--- src/rtl/antares_pipeline_ctrl_if.sv ---
// Pipeline control bundle: hazard/busy inputs in,
// per-stage stall/flush, redirect and perf counter out.
interface antares_pipeline_ctrl_if;
  logic        if_mem_busy;
  logic        mem_mem_busy;
  logic        id_hazard_stall;
  logic        ex_unit_busy;
  logic        exc_request;
  logic        perf_clear;
  logic        if_stall;
  logic        id_stall;
  logic        ex_stall;
  logic        mem_stall;
  logic        if_flush;
  logic        id_flush;
  logic        ex_flush;
  logic        mem_flush;
  logic        pc_redirect;
  logic        ex_unit_abort;
  logic        exc_pending;
  logic [31:0] stall_cycles;

  modport master (
    input  if_mem_busy, mem_mem_busy, id_hazard_stall,
    input  ex_unit_busy, exc_request, perf_clear,
    output if_stall, id_stall, ex_stall, mem_stall,
    output if_flush, id_flush, ex_flush, mem_flush,
    output pc_redirect, ex_unit_abort, exc_pending,
    output stall_cycles
  );

  modport slave (
    output if_mem_busy, mem_mem_busy, id_hazard_stall,
    output ex_unit_busy, exc_request, perf_clear,
    input  if_stall, id_stall, ex_stall, mem_stall,
    input  if_flush, id_flush, ex_flush, mem_flush,
    input  pc_redirect, ex_unit_abort, exc_pending,
    input  stall_cycles
  );
endinterface

--- src/rtl/antares_pipeline_ctrl.sv ---
// Pipeline stall/flush controller: RUN/WAIT_MEM/FLUSH/REFILL FSM,
// ports: clk, rst_n (sync, active-low), bus (master modport).
module antares_pipeline_ctrl (
  input  logic clk,
  input  logic rst_n,
  antares_pipeline_ctrl_if.master bus
);

  typedef enum logic [1:0] {
    RUN      = 2'd0,
    WAIT_MEM = 2'd1,
    FLUSH    = 2'd2,
    REFILL   = 2'd3
  } state_t;

  state_t      state_q;
  logic [31:0] cnt_q;

  logic in_wait;
  logic in_flush;
  logic in_refill;
  logic take_exc;
  logic mem_s;
  logic ex_s;
  logic id_s;
  logic if_s;

  // Outputs are forced low while reset is held, even
  // before the synchronous reset edge has landed.
  assign in_wait   = rst_n && (state_q == WAIT_MEM);
  assign in_flush  = rst_n && (state_q == FLUSH);
  assign in_refill = rst_n && (state_q == REFILL);

  assign take_exc = bus.exc_request &&
                    (state_q == RUN || state_q == REFILL);

  // Flush dominates: downstream stalls vanish in FLUSH,
  // leaving if_stall = if_mem_busy.
  assign mem_s = rst_n && !in_flush && bus.mem_mem_busy;
  assign ex_s  = rst_n && !in_flush &&
                 (bus.mem_mem_busy || bus.ex_unit_busy);
  assign id_s  = rst_n && !in_flush &&
                 (bus.mem_mem_busy || bus.ex_unit_busy ||
                  bus.id_hazard_stall);
  assign if_s  = rst_n && (id_s || bus.if_mem_busy);

  assign bus.mem_stall     = mem_s;
  assign bus.ex_stall      = ex_s;
  assign bus.id_stall      = id_s;
  assign bus.if_stall      = if_s;
  assign bus.if_flush      = in_flush;
  assign bus.id_flush      = in_flush || in_refill;
  assign bus.ex_flush      = in_flush;
  assign bus.mem_flush     = in_flush;
  assign bus.pc_redirect   = in_flush;
  assign bus.ex_unit_abort = in_flush;
  assign bus.exc_pending   = in_wait || in_flush;
  assign bus.stall_cycles  = cnt_q;

  always_ff @(posedge clk) begin
    if (!rst_n) begin
      state_q <= RUN;
      cnt_q   <= '0;
    end else begin
      unique case (1'b1)
        take_exc:
          state_q <= bus.mem_mem_busy ? WAIT_MEM : FLUSH;
        state_q == WAIT_MEM:
          if (!bus.mem_mem_busy) state_q <= FLUSH;
        state_q == FLUSH:
          state_q <= bus.if_mem_busy ? REFILL : RUN;
        state_q == REFILL && !bus.exc_request:
          if (!bus.if_mem_busy) state_q <= RUN;
        default: ;
      endcase

      if (bus.perf_clear)
        cnt_q <= '0;
      else if (if_s && !(&cnt_q))
        cnt_q <= cnt_q + 32'd1;
    end
  end

endmodule

--- src/flat_wrapper.sv ---
// flat-port wrapper written by rule: the top's interface ports become plain ports
module antares_pipeline_ctrl_flat 
  (clk, rst_n, bus_if_mem_busy, bus_mem_mem_busy, bus_id_hazard_stall, bus_ex_unit_busy, bus_exc_request, bus_perf_clear, bus_if_stall, bus_id_stall, bus_ex_stall, bus_mem_stall, bus_if_flush, bus_id_flush, bus_ex_flush, bus_mem_flush, bus_pc_redirect, bus_ex_unit_abort, bus_exc_pending, bus_stall_cycles);
  antares_pipeline_ctrl_if bus_i ();
  input  logic clk;
  input  logic rst_n;
  input wire logic [$bits(bus_i.if_mem_busy)-1:0] bus_if_mem_busy;
  input wire logic [$bits(bus_i.mem_mem_busy)-1:0] bus_mem_mem_busy;
  input wire logic [$bits(bus_i.id_hazard_stall)-1:0] bus_id_hazard_stall;
  input wire logic [$bits(bus_i.ex_unit_busy)-1:0] bus_ex_unit_busy;
  input wire logic [$bits(bus_i.exc_request)-1:0] bus_exc_request;
  input wire logic [$bits(bus_i.perf_clear)-1:0] bus_perf_clear;
  output wire logic [$bits(bus_i.if_stall)-1:0] bus_if_stall;
  output wire logic [$bits(bus_i.id_stall)-1:0] bus_id_stall;
  output wire logic [$bits(bus_i.ex_stall)-1:0] bus_ex_stall;
  output wire logic [$bits(bus_i.mem_stall)-1:0] bus_mem_stall;
  output wire logic [$bits(bus_i.if_flush)-1:0] bus_if_flush;
  output wire logic [$bits(bus_i.id_flush)-1:0] bus_id_flush;
  output wire logic [$bits(bus_i.ex_flush)-1:0] bus_ex_flush;
  output wire logic [$bits(bus_i.mem_flush)-1:0] bus_mem_flush;
  output wire logic [$bits(bus_i.pc_redirect)-1:0] bus_pc_redirect;
  output wire logic [$bits(bus_i.ex_unit_abort)-1:0] bus_ex_unit_abort;
  output wire logic [$bits(bus_i.exc_pending)-1:0] bus_exc_pending;
  output wire logic [$bits(bus_i.stall_cycles)-1:0] bus_stall_cycles;
  assign bus_i.if_mem_busy = bus_if_mem_busy;
  assign bus_i.mem_mem_busy = bus_mem_mem_busy;
  assign bus_i.id_hazard_stall = bus_id_hazard_stall;
  assign bus_i.ex_unit_busy = bus_ex_unit_busy;
  assign bus_i.exc_request = bus_exc_request;
  assign bus_i.perf_clear = bus_perf_clear;
  assign bus_if_stall = bus_i.if_stall;
  assign bus_id_stall = bus_i.id_stall;
  assign bus_ex_stall = bus_i.ex_stall;
  assign bus_mem_stall = bus_i.mem_stall;
  assign bus_if_flush = bus_i.if_flush;
  assign bus_id_flush = bus_i.id_flush;
  assign bus_ex_flush = bus_i.ex_flush;
  assign bus_mem_flush = bus_i.mem_flush;
  assign bus_pc_redirect = bus_i.pc_redirect;
  assign bus_ex_unit_abort = bus_i.ex_unit_abort;
  assign bus_exc_pending = bus_i.exc_pending;
  assign bus_stall_cycles = bus_i.stall_cycles;
  antares_pipeline_ctrl u_core (.clk(clk), .rst_n(rst_n), .bus(bus_i));
endmodule
--- config.mk ---
export PLATFORM = sky130hd
export DESIGN_NAME = antares_pipeline_ctrl_flat
export DESIGN_NICKNAME = d
export VERILOG_FILES = /design/src/rtl/antares_pipeline_ctrl_if.sv /design/src/rtl/antares_pipeline_ctrl.sv /design/src/flat_wrapper.sv
export SDC_FILE = /design/constraint.sdc
export NUM_CORES = 1
export LEC_CHECK = 0
export ABC_AREA = 1
export BUFFER_PORTS_ARGS = -buffer_cell sky130_fd_sc_hd__buf_4
export CAP_MARGIN = 20
export CORE_UTILIZATION = 50
export DETAILED_ROUTE_END_ITERATION = 12
export PLACE_DENSITY = 0.74
export SLEW_MARGIN = 30
export SYNTH_ARGS = -nofsm -noshare
export SYNTH_HDL_FRONTEND = slang
export SYNTH_SLANG_ARGS = --single-unit
--- constraint.sdc ---
create_clock -name clk -period 4 [get_ports clk]
set_clock_uncertainty 0.05 [all_clocks]
set_input_delay 0.4 -clock clk [delete_from_list [all_inputs] [get_ports clk]]
set_output_delay 0.4 -clock clk [all_outputs]
set_load 0.02 [all_outputs]
Word level (Yosys, flattened, before mapping)
Cells that the tools add are included.
{ "totals": {"elab_cells": 39, "register_bits": 34, "out_inout_bits": 43} }
{ "classes": {"n_reduce_logical": 25, "n_addsub": 1, "mux": 5, "bitwise": 1, "eq_ne": 5} }
{ "ops": {"columns": ["cell", "n"], "rows": [
  ["32-bit by 1-bit adder with 32-bit output, second input constant", 1],
  ["32-bit AND reduction", 1],
  ["1-bit logical AND", 11],
  ["2-bit 2-to-1 mux", 4],
  ["2-bit one-hot mux with 4 select lines", 1],
  ["1-bit logical OR", 6],
  ["2-bit == test, second input constant", 2],
  ["2-bit inequality test, second input constant", 2],
  ["4-bit nonzero test", 1],
  ["1-bit logical NOT", 3],
  ["3-bit AND reduction", 1],
  ["2-bit by 1-bit == test with 1-bit output, second input constant", 1],
  ["2-bit logical NOT", 1],
  ["2-bit OR reduction", 1],
  ["1-bit NOT", 1]
]} }

Depth between registers and ports, before layout
{ "logic_depth": {"word_depth": 8, "mapped_depth": 11, "ltp_nobuf": 11} }

Worst setup path before layout
OpenSTA, ideal clock, no wires.
{ "synth_timing": {"kind": "register to register", "startpoint": "register u_core.cnt_q[0] (netlist: u_core.bus.stall_cycles[0])", "endpoint": "register u_core.cnt_q[28] (netlist: u_core.bus.stall_cycles[28])", "path_buffers": 1, "stages_incl_launch_ff": 10, "arrival_time_ns": 1.642, "synth_period_minus_slack_ns": 1.807, "t_required_ns": 3.835, "setup_time_ns": 0.115, "slack_ns": 2.193, "cell_sequence": "dfxtp_1 ha_1 nand2_1 nor2_4 nand2_2 nor2_4 nand3b_4 buf_2 a21oi_1 nor2_1"} }
{ "synth_via": {"elab_chain_len": 3} }
{ "synth_lines": {"columns": ["element", "line_no", "text"], "rows": [
  ["from (decl)", "antares_pipeline_ctrl.sv:17", "logic [31:0] cnt_q;"],
  ["from (signal assigned)", "antares_pipeline_ctrl.sv:80", "cnt_q <= cnt_q + 32'd1;"],
  ["branches (longest 3 deep; another with 32-bit by 1-bit adder with 32-bit output)", null, null]
]} }
Parallel ways; which one is timed is not known.
A chain may end at the register's enable or synchronous reset.

Worst setup path in the final report
{ "layout_timing": {"startpoint": "register u_core.state_q[0]", "endpoint": "output port bus_if_stall"} }
{ "layout_via": {"elab_chain_len": 7} }
{ "layout_lines": {"columns": ["element", "line_no", "text"], "rows": [
  ["from (decl)", "antares_pipeline_ctrl.sv:16", "state_t state_q;"],
  ["from (signal assigned)", "antares_pipeline_ctrl.sv:67", "state_q <= bus.mem_mem_busy ? WAIT_MEM : FLUSH;"],
  ["from (signal assigned)", "antares_pipeline_ctrl.sv:71", "state_q <= bus.if_mem_busy ? REFILL : RUN;"],
  ["2-bit == test", "antares_pipeline_ctrl.sv:31", "assign in_flush = rst_n && (state_q == FLUSH);"],
  ["1-bit logical AND", "antares_pipeline_ctrl.sv:31", null],
  ["1-bit logical NOT", "antares_pipeline_ctrl.sv:42", "assign id_s = rst_n && !in_flush &&"],
  ["1-bit logical AND (2 in series)", "antares_pipeline_ctrl.sv:42", null],
  ["1-bit logical OR", "antares_pipeline_ctrl.sv:45", "assign if_s = rst_n && (id_s || bus.if_mem_busy);"],
  ["1-bit logical AND", "antares_pipeline_ctrl.sv:45", null],
  ["to (decl)", "flat_wrapper.sv:13", "output wire logic [$bits(bus_i.if_stall)-1:0] bus_if_stall;"]
]} }
No other way between the ends.

==> flow_metrics.tcl <==
set metrics [dict create \
    tightest_slew_ps 716 \
    slew_headroom_pct 52.2 \
    grt_pass1_wl_um 9850 \
    initialDrtViolationCount 131 \
    post_cts_resized 0 \
    clk_latency_ps 290 \
    critPathBufInv 2 \
    r2r_slack_ps 1960 \
    max_cap_violations 0 \
    coreArea_um2 4440 \
    clk_pin_slew_ps 70 \
    clock-sinks 34 \
    crit_slowest_cell "dfxtp_1" \
    post-route-period-util_pct 51.7 \
    cts_tree "yes" \
    ant_nets 0 \
    numCtsBuffers 5 \
    drt-vias-per-instance 5.26 \
    status "finished clean" \
    syn2layout_area_growth_pct 18.8 \
    crit_family "simple AND/OR/NAND/NOR gates" \
    rr_startpoint "u_core.bus.stall_cycles[0]" \
    fill_cells 470 \
    setup_viol 0 \
    grt_use_total_pct 24.7 \
    multiInputGateArea_um2 1460 \
    port_buffers 50 \
    grtUsageMet1_pct 31.7 \
    grt-busiest-layer "met2" \
    gr-total-overflow 0 \
    max_stage_delay_ps 360 \
    route.detailed.drc 0 \
    yosysSeqAreaShare_pct 28.7 \
    fin_total_pwr_w 0.000842 \
    io_pins 51 \
    arrival_ps 1620 \
    endpoint_kind "primary output" \
    powerDensity_nw_per_um2 299 \
    grt_max_degree 24 \
    dieHeight_um 70.9 \
    syn-num-nets 405 \
    rows 24 \
    syn_area_um2 2370 \
    antenna_cells 0 \
    drive_gt1_share_pct 19.8 \
    seqCellArea_um2 681 \
    endpoint "bus_if_stall" \
    fmax_mhz 483 \
    hold_viol 0 \
    path_depth 6 \
    final_cell_mix "112 x nand2_1, 97 x nor2_1, 51 x buf_4" \
    rsz0062_at_grt "no" \
    worstSetupPathType "register to primary output" \
    crit_path_cell_trace "inv_1, ha_1, nor2_4, nand2_2, nand2_2, buf_4" \
    clk_path_buf_depth 2 \
    hp-class "input pin to register" \
    first_pass_iters 8 \
    nNetsFinal 451 \
    reg2reg_depth 10 \
    fp.dieW_um 70.9 \
    synth_cells 393 \
    num_vias 2590 \
    start_kind "register" \
    synth_seq_cells 34 \
    slew_viol_final 0 \
    power_leakage_nw 1.17 \
    rr_endpoint "u_core.bus.stall_cycles[1]" \
    initial_core_util_pct 53.4 \
    crit_fanout 7 \
    min_period_ps 2070 \
    setup_tns_ps 0 \
    place_congestion 0.883 \
    wl_um 5890 \
    wl_per_cell_um 12.0 \
    ctsHtreeMaxLevel 2 \
    ys_types 29 \
    yosys_warnings 0 \
    ctsHoldBuffers 0 \
    layout_commonest_cell "nand2_1" \
    post_cts.repair.setup_buffers 0 \
    gr-usage-met2_pct 40.3 \
    crit_top_cell "nand2_2" \
    antenna_found_initial 0 \
    grt_pass1_vias 2203 \
    syn-mean-instance-area_um2 6.04 \
    cp.required_ps 3550 \
    dp_hpwl_um 4490 \
    dieArea_um2 5030 \
    cp-startpoint "u_core.state_q[0]" \
    peakVddDrop_mv 0.136 \
    root_buffer "clkbuf_8" \
    grt_use_met3_pct 5.70 \
]
per-layer routing:
layer  part of all wire [%]  vias to the layer above
li1                       -                     1324
met1                     46                     1165
met2                     45                       85
met3                    6.4                       16
met4                    2.6                        0
met5                      0                        -
state kept, by name (all words and copies together), names as in the netlist:
name and count:
u_core.state_q 2, u_core.bus.stall_cycles 32
report_power, final:
group	leakage, nW	switching [W]	internal (W)	total (W)
Combinational	0.850	0.000139	0.0000807	0.000219
Clock	0.0482	0.000127	0.000139	0.000266
Sequential	0.274	0.00000900	0.000348	0.000357
worst min-delay path, delay by kind of cell:
family	cells	cell delay, ps
buffers and inverters	1	130
and+or+nand+nor	2	90
layout make-up:
class | count | area share (%)
tap | 52 | 2.31
inverter | 38 | 5.06
clock buffer | 7 | 3.06
multi-input combinational | 309 | 51.7
sequential | 34 | 24.1
timing repair buffer | 51 | 13.6
clock inverter | 1 | 0.177
worst min path at each step:
| stage | startpoint | endpoint | cells past startpoint |
|---|---|---|---|
| finish | rst_n | u_core.state_q[1] | 3 |
| global route | rst_n | u_core.state_q[0] | 3 |
| CTS | rst_n | u_core.state_q[1] | 3 |
| detailed placement | u_core.bus.stall_cycles[31] | u_core.bus.stall_cycles[31] | 3 |
| global placement | u_core.bus.stall_cycles[5] | u_core.bus.stall_cycles[5] | 2 |
| floorplan | rst_n | u_core.state_q[1] | 2 |
cell usage after synthesis (all sizes together):
library cell / number / area, um^2
nor3: 6 / 30.0
and2: 1 / 6.26
nand4: 8 / 50.1
xor2: 1 / 8.76
nor2: 105 / 434
xnor2: 1 / 8.76
dfxtp: 34 / 681
clkbuf: 1 / 3.75
a21boi: 1 / 11.3
ha: 4 / 50.1
a31oi: 2 / 12.5
nand3b: 3 / 35.0
nand3: 32 / 195
nand2: 121 / 482
buf: 11 / 90.1
o21ai: 2 / 10.0
o211ai: 1 / 7.51
inv: 38 / 143
a21oi: 21 / 116
stage by stage:
stage / std cells / hold slack, ps / cell area (um^2) / utilization [%] / setup slack, ps
after floorplan: 393 / 470 / 2370 / - / 2190
after global placement: 484 / 477 / 2730 / 61.4 / 2020
after detailed placement: 484 / 484 / 2730 / 61.4 / 1980
after CTS: 492 / 329 / 2820 / 63.5 / 1920
after global routing: 492 / 328 / 2820 / 63.5 / 1750
final: 492 / 330 / 2820 / 63.5 / 1930
cell families (layout without fill, tap and decap cells):
group,Yosys count,count (layout),share of synthesized area [%]
fa+ha+maj,4,4,2.11
simple gates,276,276,51.9
flops,34,34,28.7
compound gates,27,27,6.64
buf+inv,50,97,9.96
xor+xnor,2,2,0.738
Note: power is estimated with default switching activity, not from simulation.
